===== config.mk =====
export PLATFORM = sky130hd
export DESIGN_NAME = wb_slave_mux_flat
export DESIGN_NICKNAME = d
export VERILOG_FILES = /design/src/rtl/wb_slave_mux_if.sv /design/src/rtl/wb_slave_mux.sv /design/src/flat_wrapper.sv
export SDC_FILE = /design/constraint.sdc
export NUM_CORES = 1
export LEC_CHECK = 0
export CAP_MARGIN = 40
export CORE_AREA = 3 3 121 123
export CTS_CLUSTER_SIZE = 20
export DETAILED_ROUTE_END_ITERATION = 10
export DIE_AREA = 0 0 124 126
export PLACE_DENSITY = 0.89
export SLEW_MARGIN = 20
export SYNTH_ARGS = -nofsm -noshare
export SYNTH_HDL_FRONTEND = slang
export SYNTH_SLANG_ARGS = --single-unit

===== constraint.sdc =====
create_clock -name clk_i -period 3.3 [get_ports clk_i]
set_input_delay 0.495 -clock clk_i [delete_from_list [all_inputs] [get_ports clk_i]]
set_output_delay 0.495 -clock clk_i [all_outputs]
set_load 0.03 [all_outputs]

===== src/rtl/wb_slave_mux_if.sv =====
// Wishbone bus bundle for wb_slave_mux: master-side port plus the shared/one-hot slave side.
// The "slave" modport is the multiplexer's view; "master" is the environment's view.
interface wb_slave_mux_if #(
    parameter int N_SLAVES = 4
);
    logic [31:0]             m_adr_i;
    logic [31:0]             m_dat_i;
    logic                    m_we_i;
    logic [3:0]              m_sel_i;
    logic                    m_stb_i;
    logic [31:0]             m_dat_o;
    logic                    m_ack_o;
    logic                    m_err_o;

    logic [31:0]             s_adr_o;
    logic [31:0]             s_dat_o;
    logic                    s_we_o;
    logic [3:0]              s_sel_o;
    logic [N_SLAVES-1:0]     s_stb_o;
    logic [32*N_SLAVES-1:0]  s_dat_i;
    logic [N_SLAVES-1:0]     s_ack_i;
    logic [N_SLAVES-1:0]     s_err_i;

    modport slave (
        input  m_adr_i, m_dat_i, m_we_i, m_sel_i, m_stb_i,
        input  s_dat_i, s_ack_i, s_err_i,
        output m_dat_o, m_ack_o, m_err_o,
        output s_adr_o, s_dat_o, s_we_o, s_sel_o, s_stb_o
    );

    modport master (
        output m_adr_i, m_dat_i, m_we_i, m_sel_i, m_stb_i,
        output s_dat_i, s_ack_i, s_err_i,
        input  m_dat_o, m_ack_o, m_err_o,
        input  s_adr_o, s_dat_o, s_we_o, s_sel_o, s_stb_o
    );
endinterface


===== src/rtl/wb_slave_mux.sv =====
// Wishbone slave multiplexer: decodes the master address into N_SLAVES windows and runs one
// transfer at a time. Define WB_MUX_TIMEOUT_EN to add the unresponsive-slave timeout.
module wb_slave_mux #(
    parameter int          N_SLAVES  = 4,
    parameter int          WIN_BITS  = 8,
    parameter logic [31:0] BASE_ADDR = 32'hF000_0000,
    parameter int          TIMEOUT   = 255
) (
    input logic           clk_i,
    input logic           rstn_i,
    wb_slave_mux_if.slave bus
);
    localparam int IDX_W   = (N_SLAVES > 1) ? $clog2(N_SLAVES) : 1;
    localparam int DEC_LSB = WIN_BITS + IDX_W;

    typedef enum logic [1:0] {IDLE, BUSY, RESP} state_t;

    state_t              state_q;
    logic [31:0]         adr_q;
    logic [31:0]         wdat_q;
    logic [31:0]         rdat_q;
    logic                we_q;
    logic [3:0]          sel_q;
    logic [N_SLAVES-1:0] stb_q;
    logic [IDX_W-1:0]    idx_q;
    logic                ack_q;
    logic                err_q;
    logic                pend_q;

    logic [IDX_W-1:0]    req_idx;
    logic                idx_ok;
    logic                hit;
    logic                sel_ack;
    logic                sel_err;
    logic [31:0]         sel_dat;

`ifdef WB_MUX_TIMEOUT_EN
    logic [15:0]         cnt_q;
    logic [15:0]         cnt_d;
    logic                timeout;

    assign cnt_d   = cnt_q + 16'd1;
    assign timeout = (cnt_q == 16'(TIMEOUT - 1));
`endif

    assign req_idx = bus.m_adr_i[DEC_LSB-1:WIN_BITS];

    generate
        if (N_SLAVES == (1 << IDX_W)) begin : g_full
            assign idx_ok = 1'b1;
        end else begin : g_part
            assign idx_ok = (32'(req_idx) < 32'(N_SLAVES));
        end
    endgenerate

    assign hit = (bus.m_adr_i[31:DEC_LSB] == BASE_ADDR[31:DEC_LSB]) && idx_ok;

    // NOTE: every signal driven here gets a default first, so no path leaves it unassigned (no latch).
    always_comb begin
        sel_ack = 1'b0;
        sel_err = 1'b0;
        sel_dat = '0;
        for (int k = 0; k < N_SLAVES; k++) begin
            if (idx_q == k[IDX_W-1:0]) begin
                sel_ack = bus.s_ack_i[k];
                sel_err = bus.s_err_i[k];
                sel_dat = bus.s_dat_i[32*k +: 32];
            end
        end
    end

    // NOTE: state is updated with non-blocking assignments only, so every register sees pre-edge values.
    always_ff @(posedge clk_i or negedge rstn_i) begin
        if (!rstn_i) begin
            state_q <= IDLE;
            adr_q   <= '0;
            wdat_q  <= '0;
            rdat_q  <= '0;
            we_q    <= 1'b0;
            sel_q   <= '0;
            stb_q   <= '0;
            idx_q   <= '0;
            ack_q   <= 1'b0;
            err_q   <= 1'b0;
            pend_q  <= 1'b0;
`ifdef WB_MUX_TIMEOUT_EN
            cnt_q   <= '0;
`endif
        end else begin
            stb_q <= '0;
            ack_q <= 1'b0;
            err_q <= 1'b0;
            case (state_q)
                IDLE: begin
                    if (bus.m_stb_i) begin
                        adr_q  <= bus.m_adr_i;
                        wdat_q <= bus.m_dat_i;
                        we_q   <= bus.m_we_i;
                        sel_q  <= bus.m_sel_i;
                        idx_q  <= req_idx;
                        if (hit) begin
                            stb_q[req_idx] <= 1'b1;
`ifdef WB_MUX_TIMEOUT_EN
                            cnt_q          <= '0;
`endif
                            state_q        <= BUSY;
                        end else begin
                            pend_q  <= 1'b1;
                            state_q <= RESP;
                        end
                    end
                end
                BUSY: begin
                    // Error wins over a simultaneous ack from the same slave.
                    if (sel_err) begin
                        err_q   <= 1'b1;
                        rdat_q  <= '0;
                        state_q <= RESP;
                    end else if (sel_ack) begin
                        ack_q   <= 1'b1;
                        rdat_q  <= sel_dat;
                        state_q <= RESP;
                    end
`ifdef WB_MUX_TIMEOUT_EN
                    else if (timeout) begin
                        pend_q  <= 1'b1;
                        state_q <= RESP;
                    end else begin
                        cnt_q   <= cnt_d;
                    end
`endif
                end
                RESP: begin
                    // Decode misses and timeouts spend one extra RESP cycle before the err pulse.
                    if (pend_q) begin
                        err_q  <= 1'b1;
                        rdat_q <= '0;
                        pend_q <= 1'b0;
                    end else begin
                        state_q <= IDLE;
                    end
                end
                default: state_q <= IDLE;
            endcase
        end
    end

    assign bus.m_dat_o = rdat_q;
    assign bus.m_ack_o = ack_q;
    assign bus.m_err_o = err_q;
    assign bus.s_adr_o = adr_q;
    assign bus.s_dat_o = wdat_q;
    assign bus.s_we_o  = we_q;
    assign bus.s_sel_o = sel_q;
    assign bus.s_stb_o = stb_q;
endmodule


===== src/flat_wrapper.sv =====
// flat-port wrapper written by rule: the top's interface ports become plain ports
module wb_slave_mux_flat 
#(
    parameter int          N_SLAVES  = 4,
    parameter int          WIN_BITS  = 8,
    parameter logic [31:0] BASE_ADDR = 32'hF000_0000,
    parameter int          TIMEOUT   = 255
)
  (clk_i, rstn_i, bus_m_adr_i, bus_m_dat_i, bus_m_we_i, bus_m_sel_i, bus_m_stb_i, bus_s_dat_i, bus_s_ack_i, bus_s_err_i, bus_m_dat_o, bus_m_ack_o, bus_m_err_o, bus_s_adr_o, bus_s_dat_o, bus_s_we_o, bus_s_sel_o, bus_s_stb_o);
  wb_slave_mux_if #(.N_SLAVES(N_SLAVES)) bus_i ();
  input logic clk_i;
  input logic rstn_i;
  input wire logic [$bits(bus_i.m_adr_i)-1:0] bus_m_adr_i;
  input wire logic [$bits(bus_i.m_dat_i)-1:0] bus_m_dat_i;
  input wire logic [$bits(bus_i.m_we_i)-1:0] bus_m_we_i;
  input wire logic [$bits(bus_i.m_sel_i)-1:0] bus_m_sel_i;
  input wire logic [$bits(bus_i.m_stb_i)-1:0] bus_m_stb_i;
  input wire logic [$bits(bus_i.s_dat_i)-1:0] bus_s_dat_i;
  input wire logic [$bits(bus_i.s_ack_i)-1:0] bus_s_ack_i;
  input wire logic [$bits(bus_i.s_err_i)-1:0] bus_s_err_i;
  output wire logic [$bits(bus_i.m_dat_o)-1:0] bus_m_dat_o;
  output wire logic [$bits(bus_i.m_ack_o)-1:0] bus_m_ack_o;
  output wire logic [$bits(bus_i.m_err_o)-1:0] bus_m_err_o;
  output wire logic [$bits(bus_i.s_adr_o)-1:0] bus_s_adr_o;
  output wire logic [$bits(bus_i.s_dat_o)-1:0] bus_s_dat_o;
  output wire logic [$bits(bus_i.s_we_o)-1:0] bus_s_we_o;
  output wire logic [$bits(bus_i.s_sel_o)-1:0] bus_s_sel_o;
  output wire logic [$bits(bus_i.s_stb_o)-1:0] bus_s_stb_o;
  assign bus_i.m_adr_i = bus_m_adr_i;
  assign bus_i.m_dat_i = bus_m_dat_i;
  assign bus_i.m_we_i = bus_m_we_i;
  assign bus_i.m_sel_i = bus_m_sel_i;
  assign bus_i.m_stb_i = bus_m_stb_i;
  assign bus_i.s_dat_i = bus_s_dat_i;
  assign bus_i.s_ack_i = bus_s_ack_i;
  assign bus_i.s_err_i = bus_s_err_i;
  assign bus_m_dat_o = bus_i.m_dat_o;
  assign bus_m_ack_o = bus_i.m_ack_o;
  assign bus_m_err_o = bus_i.m_err_o;
  assign bus_s_adr_o = bus_i.s_adr_o;
  assign bus_s_dat_o = bus_i.s_dat_o;
  assign bus_s_we_o = bus_i.s_we_o;
  assign bus_s_sel_o = bus_i.s_sel_o;
  assign bus_s_stb_o = bus_i.s_stb_o;
  wb_slave_mux #(.N_SLAVES(N_SLAVES), .WIN_BITS(WIN_BITS), .BASE_ADDR(BASE_ADDR), .TIMEOUT(TIMEOUT)) u_core (.clk_i(clk_i), .rstn_i(rstn_i), .bus(bus_i));
endmodule

==> load_flow_metrics.sql <==
INSERT INTO impl_metrics (metric_group, metric, value, unit) VALUES
('run_status', 'result_of_the_run', 'finished, final reports clean', ''),
('floorplanning', 'die-area', '15620', 'µm²'),
('placement', 'port_buffers', '314', ''),
('yosys', 'synth_cells', '373', ''),
('setup_path', 'critPathArrivalTime', '2070', 'ps'),
('placement', 'dpl_worst_slack', '747.8', 'ps'),
('power_and_ir_drop', 'p_sw', '3006', 'µW'),
('sta', 'timing_worst_slew_pin_value', '674.1', 'ps'),
('floorplanning', 'start_util', '36.88', '%'),
('power_and_ir_drop', 'sw_frac_of_total', '39.95', '%'),
('placement', 'place_inst', '852', ''),
('sta', 'min_period_over_period', '77.72', '%'),
('power_and_ir_drop', 'power.share.combinational', '55.6', '%'),
('sta', 'min_period', '2565', 'ps'),
('sta', 'maximum_achievable_frequency', '389.9', 'MHz'),
('sta', 'maxSlewHeadroom', '55.06', '%'),
('global_routing', 'grt_pass1_wl', '24.64', 'mm'),
('placement', 'hpwl_after_dpl', '13.14', 'mm'),
('placement', 'detailed_place.area', '8428', 'µm²'),
('final_layout', 'layout.cell_area.non_filler', '8738', 'µm²'),
('drt', 'avgRoutedWirePerCell', '18.38', 'µm'),
('global_routing', 'grt_pass1_vias', '4675', ''),
('yosys', 'synth.yosys.seq_area_share', '54.19', '%'),
('power_and_ir_drop', 'power.internal', '4518', 'µW'),
('clock_tree', 'post_cts_hold_buffer_count', '0', ''),
('floorplanning', 'dieHeight', '126', 'µm'),
('final_layout', 'drive_above_1_share', '19.33', '%'),
('final_layout', 'layout.area.seq', '2754', 'µm²'),
('clock_tree', 'worst_setup_hold_path_clk_slew', '80', 'ps'),
('sta', 'rsz0062_at_grt', 'false', ''),
('yosys', 'synth_nets', '584', ''),
('final_layout', 'filler_cells_inserted', '1053', ''),
('sta', 'final-max-slew-violation-count', '0', ''),
('sta', 'clock-skew-final', '12.34', 'ps'),
('clock_tree', 'cts.htree.levels', '3', ''),
('sta', 'final.setup.tns', '0', 'ps'),
('clock_tree', 'cts.root.buffer_cell', 'sky130_fd_sc_hd__clkbuf_16', ''),
('power_and_ir_drop', 'power.density_cell_area', '861.1', 'nW/µm²'),
('yosys', 'syn-cell-area', '5080', 'µm²'),
('power_and_ir_drop', 'clkPwrFrac', '14.4', '%'),
('drt', 'drt-initial-drc-count', '235', ''),
('drt', 'drcViolationCount', '0', ''),
('clock_tree', 'cts.path.max_buffers', '2', ''),
('yosys', 'syn_avg_cell_area', '13.62', 'µm²'),
('power_and_ir_drop', 'power.share.sequential', '30.0', '%'),
('yosys', 'synth.ff_latch_count', '110', ''),
('final_layout', 'areaGrowthSynthToFinish', '72.02', '%'),
('clock_tree', 'tritoncts.num_buffers', '9', ''),
('final_layout', 'layout.cells.non_filler', '869', ''),
('setup_path', 'cp-start-kind', 'register', ''),
('floorplanning', 'die_w', '124', 'µm'),
('drt', 'route.detailed.vias_per_inst', '4.885', ''),
('setup_path', 'critPathKind', 'reg -> out', ''),
('floorplanning', 'rows', '43', ''),
('power_and_ir_drop', 'power.static_leakage', '0.003493', 'µW'),
('clock_tree', 'cts_setup_buffers', '0', ''),
('clock_tree', 'clkSinkCount', '110', ''),
('global_routing', 'grt_start_max_net_pins', '66', ''),
('drt', 'num_vias', '4245', ''),
('clock_tree', 'clock_tree_from_tritoncts', 'built', ''),
('floorplanning', 'floorplan.core_area', '13770', 'µm²'),
('placement', 'final_estimated_routing_congestion_in_global_placement', '0.8549', ''),
('hold_path', 'holdCritPathClass', 'in -> async', ''),
('setup_path', 'worst_setup_path_end_kind', 'output port', ''),
('clock_tree', 'clk-insertion-delay-late', '340', 'ps'),
('drt', 'routed_wl', '15.97', 'mm'),
('sta', 'whs', '143.6', 'ps'),
('final_layout', 'multi_input_area', '2206', 'µm²'),
('drt', 'drt-pass1-iter-count', '4', ''),
('setup_path', 'cp_data_required_time', '2800', 'ps'),
('sta', 'setup-violations-final', '0', ''),
('yosys', 'post_synth_num_cell_types', '31', ''),
('setup_path', 'critical_path.max_fanout', '14', ''),
('clock_tree', 'post_cts_resize_count', '0', ''),
('sta', 'timing_hold_violations_final', '0', ''),
('drt', 'final_antenna_net_count', '0', ''),
('sta', 'final.setup.worst_slack', '735.2', 'ps'),
('global_routing', 'global_routing_usage_summed_across_all_routing_layers', '20.50', '%'),
('power_and_ir_drop', 'vdd_drop_max', '0.3649', 'mV'),
('yosys', 'ys.warnings.count', '0', ''),
('final_layout', 'finalNetCount', '894', ''),
('global_routing', 'grt_overflow_total', '0', ''),
('global_routing', 'grt_antenna_before_repair', '2', ''),
('floorplanning', 'top_level_pins', '315', ''),
('job', 'drv_cap', '0', '');
-- flip-flops by register name (all words and copies together), names as in the netlist --
signal,cells
u_core.bus.s_adr_o,31
u_core.bus.s_dat_o,32
u_core.state_q,2
u_core.bus.m_ack_o,1
u_core.pend_q,1
u_core.idx_q,1
u_core.bus.m_err_o,1
u_core.bus.m_dat_o,32
u_core.bus.s_sel_o,4
u_core.bus.s_we_o,1
u_core.bus.s_stb_o,4
-- worst paths after layout --
kind                                                      end  slack [ps]                                from  cells past startpoint
hold / removal              u_core.bus.m_dat_o[2]$_DFFE_PN0P_         140                              rstn_i                      1
hold reg to reg            u_core.bus.m_dat_o[31]$_DFFE_PN0P_         480  u_core.bus.m_dat_o[31]$_DFFE_PN0P_                      2
min in group clk_i         u_core.bus.m_dat_o[31]$_DFFE_PN0P_         480  u_core.bus.m_dat_o[31]$_DFFE_PN0P_                      2
setup / recovery                               bus_s_adr_o[8]         740         u_core.idx_q[0]$_DFFE_PN0P_                      2
setup reg to reg            u_core.bus.m_dat_o[7]$_DFFE_PN0P_         960         u_core.idx_q[0]$_DFFE_PN0P_                      4
max in group asynchronous  u_core.bus.s_dat_o[11]$_DFFE_PN0P_        2390                              rstn_i                      2
-- power groups by stage --
stage          logic [µW]  clock network (µW)  registers [µW]
2_1_floorplan        1560                   0            3220
3_3_place_gp         4150                   0            2240
3_5_place_dp         4240                   0            2280
4_1_cts              4240                1120            2260
5_1_grt              4460                1180            2330
6_report             4180                1080            2260
-- kinds of logic (layout without fill, tap and decap cells) --
logic type      Yosys count  in the layout  synth area share (%)
compound gates           42             42                 5.099
simple gates             85             85                 7.119
buf+inv                  30            345                 2.487
mux                     103            103                 30.37
fa+ha+maj                 3              3                0.7390
other cells               0              1                     0
flops                   110            110                 54.19
-- stage by stage --
| step | utilization [%] | total power [µW] |
|---|---|---|
| 3_5_place_dp | 61.19 | 6523 |
| 2_1_floorplan | - | 4773 |
| 4_1_cts | 63.43 | 7617 |
| 5_1_grt | 63.44 | 7970 |
| 6_report | 63.44 | 7524 |
| 3_3_place_gp | 61.19 | 6388 |
-- synth_stat cells --
| master | n | area share (%) |
|---|---|---|
| sky130_fd_sc_hd__buf_4 | 2 | 0.30 |
| sky130_fd_sc_hd__nor4_1 | 3 | 0.37 |
| sky130_fd_sc_hd__buf_2 | 5 | 0.49 |
| sky130_fd_sc_hd__o21ai_1 | 3 | 0.30 |
| sky130_fd_sc_hd__o311ai_4 | 1 | 0.52 |
| sky130_fd_sc_hd__and3_1 | 1 | 0.12 |
| sky130_fd_sc_hd__nor2_1 | 2 | 0.15 |
| sky130_fd_sc_hd__dfrtp_1 | 110 | 54 |
| sky130_fd_sc_hd__a21o_1 | 1 | 0.15 |
| sky130_fd_sc_hd__nand2_1 | 69 | 5.1 |
| sky130_fd_sc_hd__a21boi_0 | 1 | 0.15 |
| sky130_fd_sc_hd__nand4_1 | 1 | 0.12 |
| sky130_fd_sc_hd__o31ai_1 | 2 | 0.30 |
| sky130_fd_sc_hd__mux2_2 | 69 | 15 |
| sky130_fd_sc_hd__nand2b_1 | 1 | 0.12 |
| sky130_fd_sc_hd__inv_1 | 6 | 0.44 |
| sky130_fd_sc_hd__o21ai_0 | 29 | 2.9 |
| sky130_fd_sc_hd__nor4b_1 | 1 | 0.17 |
| sky130_fd_sc_hd__buf_1 | 11 | 0.81 |
| sky130_fd_sc_hd__or3_1 | 1 | 0.12 |
| sky130_fd_sc_hd__o2bb2ai_1 | 1 | 0.17 |
| sky130_fd_sc_hd__clkbuf_1 | 6 | 0.44 |
| sky130_fd_sc_hd__nor3b_1 | 3 | 0.44 |
| sky130_fd_sc_hd__o21a_1 | 1 | 0.15 |
| sky130_fd_sc_hd__and4b_1 | 1 | 0.20 |
| sky130_fd_sc_hd__ha_1 | 3 | 0.74 |
| sky130_fd_sc_hd__a32oi_1 | 1 | 0.17 |
| sky130_fd_sc_hd__nor3_1 | 2 | 0.20 |
| sky130_fd_sc_hd__o2111ai_1 | 1 | 0.17 |
| sky130_fd_sc_hd__mux4_2 | 34 | 15 |
| sky130_fd_sc_hd__o221ai_1 | 1 | 0.17 |
-- critical path: stages (launching register included) --
cell,delay [ps]
sky130_fd_sc_hd__dfrtp_2,640
sky130_fd_sc_hd__buf_4,360
sky130_fd_sc_hd__clkdlybuf4s50_1,730
-- area by class of cell --
class                      instances  area share [%]
antenna                            1         0.02864
clock buffer                       9           2.577
clock inverter                     7          0.9450
inverter                           6          0.2577
multi-input combinational        233           25.24
sequential                       110           31.51
tap                              180           2.577
timing repair buffer             323           36.86
-- layout by cell type (no fill, tap or decap), types with 2 or more instances in the layout --
| cell type | Yosys | layout |
|---|---|---|
| sky130_fd_sc_hd__clkdlybuf4s50_1 | 0 | 313 |
| sky130_fd_sc_hd__mux2_2 | 69 | 69 |
| sky130_fd_sc_hd__nor3b_1 | 3 | 3 |
| sky130_fd_sc_hd__o21ai_1 | 3 | 3 |
| sky130_fd_sc_hd__dfrtp_1 | 110 | 109 |
| sky130_fd_sc_hd__nand2_1 | 69 | 68 |
| sky130_fd_sc_hd__o21ai_0 | 29 | 29 |
| sky130_fd_sc_hd__inv_6 | 0 | 2 |
| sky130_fd_sc_hd__buf_4 | 2 | 9 |
| sky130_fd_sc_hd__mux4_2 | 34 | 34 |
| sky130_fd_sc_hd__o31ai_1 | 2 | 2 |
| sky130_fd_sc_hd__nor4_1 | 3 | 3 |
| sky130_fd_sc_hd__ha_1 | 3 | 3 |
| sky130_fd_sc_hd__inv_1 | 6 | 6 |
| sky130_fd_sc_hd__clkinv_2 | 0 | 2 |
| sky130_fd_sc_hd__nor3_1 | 2 | 2 |
| sky130_fd_sc_hd__clkbuf_16 | 0 | 9 |
-- routing by layer --
layer	global-route usage, %	wire, µm
met4	7.345	439
met1	23.73	5948
met5	0	13
met3	5.927	1478
met2	35.86	8093
No activity file was read; power rests on OpenSTA's default activity.
